===== src/rtl/reg_file_ab_latch.sv =====
`default_nettype none
// ============================================================================
// Module   : reg_file_ab_latch
// Brief    : Register file with A/B operand latches, debug read port and a
//            saturating write counter. Optional macro REGFILE_WR_BYPASS_EN
//            forwards same-cycle write data into A/B.
// Revision : 1.0 - initial release
// ============================================================================
module reg_file_ab_latch #(
   parameter int                 DATA_W  = 32,
   parameter int                 ADDR_W  = 5,
   parameter logic [DATA_W-1:0]  SP_INIT = 32'h0000_3FFC,
   parameter int                 CNT_W   = 16
) (
   input  logic              i_clk,
   input  logic              i_rst_n,
   input  logic              i_reg_write,
   input  logic [ADDR_W-1:0] i_write_reg,
   input  logic [DATA_W-1:0] i_write_data,
   input  logic [ADDR_W-1:0] i_read_reg1,
   input  logic [ADDR_W-1:0] i_read_reg2,
   input  logic              i_latch_ab,
   output logic [DATA_W-1:0] o_a,
   output logic [DATA_W-1:0] o_b,
   input  logic [ADDR_W-1:0] i_dbg_addr,
   output logic [DATA_W-1:0] o_dbg_data,
   output logic [CNT_W-1:0]  o_write_count
);

   localparam int              c_DEPTH  = 2**ADDR_W;
   localparam logic [ADDR_W-1:0] c_SP_IDX = ADDR_W'(29);

   logic [DATA_W-1:0] r_mem [c_DEPTH];
   logic [DATA_W-1:0] r_a;
   logic [DATA_W-1:0] r_b;
   logic [CNT_W-1:0]  r_cnt;

   logic              w_wr_en;
   logic [DATA_W-1:0] w_rd1;
   logic [DATA_W-1:0] w_rd2;

   assign w_wr_en = i_reg_write && (i_write_reg != '0);

   always_comb begin
      w_rd1 = (i_read_reg1 == '0) ? '0 : r_mem[i_read_reg1];
      w_rd2 = (i_read_reg2 == '0) ? '0 : r_mem[i_read_reg2];
`ifdef REGFILE_WR_BYPASS_EN
      // w_wr_en already excludes index 0, so $0 can never be forwarded
      if (w_wr_en && (i_write_reg == i_read_reg1)) w_rd1 = i_write_data;
      if (w_wr_en && (i_write_reg == i_read_reg2)) w_rd2 = i_write_data;
`endif
   end

   always_ff @(posedge i_clk or negedge i_rst_n) begin
      if (!i_rst_n) begin
         for (int i = 0; i < c_DEPTH; i++)
            r_mem[i] <= (ADDR_W'(i) == c_SP_IDX) ? SP_INIT : '0;
      end else if (w_wr_en) begin
         r_mem[i_write_reg] <= i_write_data;
      end
   end

   always_ff @(posedge i_clk or negedge i_rst_n) begin
      if (!i_rst_n) begin
         r_a <= '0;
         r_b <= '0;
      end else if (i_latch_ab) begin
         r_a <= w_rd1;
         r_b <= w_rd2;
      end
   end

   always_ff @(posedge i_clk or negedge i_rst_n) begin
      if (!i_rst_n) begin
         r_cnt <= '0;
      end else if (w_wr_en && (r_cnt != '1)) begin
         r_cnt <= r_cnt + 1'b1;
      end
   end

   assign o_a           = r_a;
   assign o_b           = r_b;
   assign o_dbg_data    = (i_dbg_addr == '0) ? '0 : r_mem[i_dbg_addr];
   assign o_write_count = r_cnt;

endmodule
`default_nettype wire


===== config.mk =====
export PLATFORM = sky130hd
export DESIGN_NAME = reg_file_ab_latch
export DESIGN_NICKNAME = d
export VERILOG_FILES = /design/src/rtl/reg_file_ab_latch.sv
export SDC_FILE = /design/constraint.sdc
export NUM_CORES = 2
export LEC_CHECK = 0
export CAP_MARGIN = 25
export CORE_MARGIN = 2
export CORE_UTILIZATION = 30
export DETAILED_ROUTE_END_ITERATION = 10
export HOLD_SLACK_MARGIN = 0.1
export PLACE_DENSITY = 0.49
export SYNTH_ARGS = -nofsm -noshare
export SYNTH_HDL_FRONTEND = slang
export SYNTH_SLANG_ARGS = --single-unit

===== constraint.sdc =====
create_clock -name i_clk -period 2.9 [get_ports i_clk]
set_clock_uncertainty 0.1 [all_clocks]
set_input_delay 0.29 -clock i_clk [delete_from_list [all_inputs] [get_ports i_clk]]
set_output_delay 0.29 -clock i_clk [all_outputs]
set_load 0.01 [all_outputs]

==> summary.md <==
| Metric | Value |
|---|---|
| Final Cell Area | `80,100 sq um` |
| Chip width | `472 um` |
| Post-detail-place hpwl | `181 mm` |
| 1st-iter DRT viols | `4,670` |
| Post-synth EDFFs | `0` |
| Area grow syn2layout | `21.8%` |
| Hold Crit Depth | `2` |
| CTS sink cnt | `1,104` |
| Synth Register Bits | `1,104` |
| Async SR Flop Fraction | `100%` |
| Via count | `48.4k` |
| Compound-Gate Fraction of Synth Area | `7.68%` |
| Initial antenna violation count | `20` |
| Ys Warns | `0` |
| Max_cap viols | `0` |
| Post-synthesis xor/xnor area fraction | `0.200%` |
| Clock input transition at the sequential cells of the worst setup and hold paths | `60 ps` |
| Failing checks | `negative setup slack` |
| Worst EP arrival | `2560 ps` |
| Ranking of synthesized cells by area | `dfrtp_1 (42%), mux4_2 (16%), mux2_2 (10%), mux2i_1 (8.9%), mux2_1 (8.5%)` |
| Slew HR | `18.3%` |
| Max Fclk | `339 MHz` |
| WL/cell | `33.4 um` |
| Largest net degree at the start of global routing | `100` |
| DRC Markers | `0` |
| CTS root buffer | `clkbuf_16` |
| Net Count, Synth | `4,976` |
| Final worst path period share | `102%` |
| Cell Count, Final, Fillers Out | `8,196` |
| Worst R2R End | `o_b[15]` |
| Final worst setup slack | `-46.2 ps` |
| Multi-input logic area | `36,500 sq um` |
| DP Area | `74,400 sq um` |
| CORE AREA | `218,000 sq um` |
| # setup viols final | `3` |
| Critical path endpoint category | `output pin` |
| Critical Path Start Type | `flop` |
| Clock Path Buffers | `3` |
| Synth unique cells | `59` |
| Via density | `5.91` |
| Hold EP | `r_mem[690]` |
| First-pass GRT wire length | `389 mm` |
| Die ar. | `223,000 sq um` |
| Fill count | `20.7k` |
| Post-synthesis adder-cell area fraction | `0.0190%` |
| Vias in the first global route | `49.7k` |
| Dpl ws | `-684 ps` |
| Worst R2R Setup Slack | `90 ps` |
| Top-area cell type share of the netlist area | `41.5%` |
| Yosys top cell by area | `dfrtp_1` |
| Outcome | `finished with violations` |
| Routed WL | `274 mm` |
| PD cells | `640 nW/um^2` |
| Starting density of the core | `30.2%` |
| H-tree levels | `4` |
| Combinational family with the most area after synthesis | `multiplexers` |
| Total GRT Usage | `24.3%` |
| Nets | `5,284` |
| Grt total ovfl | `0` |
| CP required | `2510 ps` |
| Worst reg2reg path depth | `6` |
| Final Max Tran Viols | `0` |
| Synth Instances | `4,919` |
| CTS tree | `built` |
| Main synth FF type | `dfrtp_1` |
| RSZ-0062 raised after global routing | `yes` |
| Simple-Gate Fraction of Synth Area | `2.41%` |
| Post-synthesis mux area share | `43.9%` |
| Worst hold slack | `127 ps` |
| Static Leak | `34.3 nW` |
| Fin. Hold Viols | `0` |
| Gpl congestion | `0.865` |
| Placed cell count | `7,867` |
| CTS buffer count | `142` |
| CP max FO | `4` |
| Layout cells sized above 1 | `38.1%` |
| IO Pins | `168` |
| Worst VDD drop | `0.000577 V` |
| Slew at the pin with the worst max-slew slack | `1190 ps` |
| Post-DRT Antenna Nets | `0` |
| Hold_sp | `i_write_data[18]` |
| Reg-to-reg critical path startpoint | `r_mem[783]` |
| I/O Buffers | `167` |
| Avg Synthesized Cell Area | `13.4 sq um` |
| Clk Latency, worst-skew pair | `830 ps` |
| Register area | `27,600 sq um` |
| Mapped Area | `65,800 sq um` |
| Row count | `171` |
| Chip height | `472 um` |
| Part of the Yosys area used for sequential elements | `42.0%` |
| Hold WC Path Type | `input pin to flop` |
| 1st-pass router iterations | `5` |
| Crit path time final | `2950 ps` |
| WS Path Type | `flop to output pin` |
[worst max-delay path by stage]
stage | start | endpoint | slack (ps) | depth (start not counted)
floorplan | i_dbg_addr[0] | o_dbg_data[16] | 640 | 7
global placement | i_dbg_addr[3] | o_dbg_data[12] | -990 | 9
detailed placement | i_dbg_addr[3] | o_dbg_data[6] | -680 | 9
CTS | r_mem[958] | o_dbg_data[30] | -150 | 6
global route | r_mem[264] | o_dbg_data[8] | -100 | 6
finish | r_mem[376] | o_dbg_data[24] | -50 | 6
[per-layer routing]
metal	track usage, %	part of all wire [%]
met5	0	0.018
met3	3.96	6.2
met2	39.3	47
met1	32.0	42
met4	10.6	4.8
[report_power, final]
part | leakage, nW | internal, W | switching [W] | total (W)
Sequential | 14.1 | 0.0183 | 0.00300 | 0.0213
Clock | 2.31 | 0.0104 | 0.00756 | 0.0179
Combinational | 17.8 | 0.00685 | 0.00525 | 0.0121
Total | 34.3 | 0.0355 | 0.0158 | 0.0513
[final cells by class]
| type | instances | area share (%) |
|---|---|---|
| Multi-Input combinational cell | 3259 | 45.5 |
| Sequential cell | 1104 | 34.5 |
| Timing Repair Buffer | 715 | 9.63 |
| Clock buffer | 210 | 5.18 |
| Tap cell | 2854 | 4.46 |
| Clock inverter | 45 | 0.670 |
| Inverter | 5 | 0.0297 |
| Antenna cell | 4 | 0.0125 |
[kinds of logic (layout without fill, tap and decap cells)]
| family | Yosys count | count (layout) |
|---|---|---|
| simple gates | 339 | 339 |
| buf+inv | 556 | 975 |
| fa+ha+maj | 1 | 1 |
| other cells | 0 | 4 |
| compound gates | 749 | 749 |
| mux | 2155 | 2155 |
| flops | 1104 | 1104 |
| xor+xnor | 15 | 15 |
[state kept, by name, indices dropped and copies added, names as in the netlist]
| name | cells |
|---|---|
| o_write_count | 16 |
| o_b | 32 |
| r_mem | 1024 |
| o_a | 32 |
[placed cells by master, fill, tap and decap left out, types with 30 or more instances in the layout]
master / count
buf_4: 387
dfrtp_1: 1092
mux2_2: 594
o21ai_0: 81
mux2_1: 499
o22a_1: 30
mux2i_1: 566
a22oi_1: 44
nor2_1: 135
a21oi_1: 162
buf_12: 158
o22ai_1: 143
clkbuf_16: 146
nand2_1: 38
a2111oi_0: 63
clkbuf_1: 36
o211ai_1: 61
a221oi_1: 30
clkdlybuf4s50_1: 119
clkbuf_8: 30
a2bb2oi_1: 31
mux4_2: 476
[worst max-delay path: stages, from the launching register on]
cell	delay, ps
dfrtp_1	400
mux4_2	500
a22o_1	260
a211oi_2	170
buf_4	190
a211oi_4	50
buf_2	170
[metrics by stage]
stage / power (W) / util, % / TNS [ps]
5_1_grt: 0.0535 / 36.8 / -499
3_3_place_gp: 0.0327 / 34.2 / -7530
6_report: 0.0513 / 36.8 / -110
4_1_cts: 0.0515 / 36.7 / -464
3_5_place_dp: 0.0330 / 34.2 / -6690
2_1_floorplan: 0.0283 / - / 0
[synth_stat cells (all sizes together) (2+ instances only)]
cell type and number:
a22o 7, mux2 1094, xnor2 6, and2 2, a2111oi 63, nor4 4, a2bb2oi 31, nor3b 6
a21boi 5, or3 9, o221ai 13, o22ai 145, a21oi 176, buf 270, nand4 3, a221oi 30
nand3b 10, o22a 30, a22oi 47, nand2b 3, and3 2, mux4 476, nor2b 9, o211a 17
nand2 56, nand3 30, o31ai 2, or4 5, xor2 9, nor2 152, dfrtp 1092, dfstp 12
o211ai 61, and4 2, nor4b 4, mux2i 585, clkbuf 281, a211oi 31, o311ai 2, or3b 4
nor3 34, or2 2, inv 5, o21ai 86
[timing repair]
item | in CTS | in global routing
gates cloned | 0 | 0
hold buffers | 6 | 0
resized for setup | 214 | 18
setup endpoints to repair | 32 | 18
buffers inserted | 63 | 9
pin swaps | 50 | 14
hold endpoints to repair | 934 | 0
(Power assumes the default switching activity.)
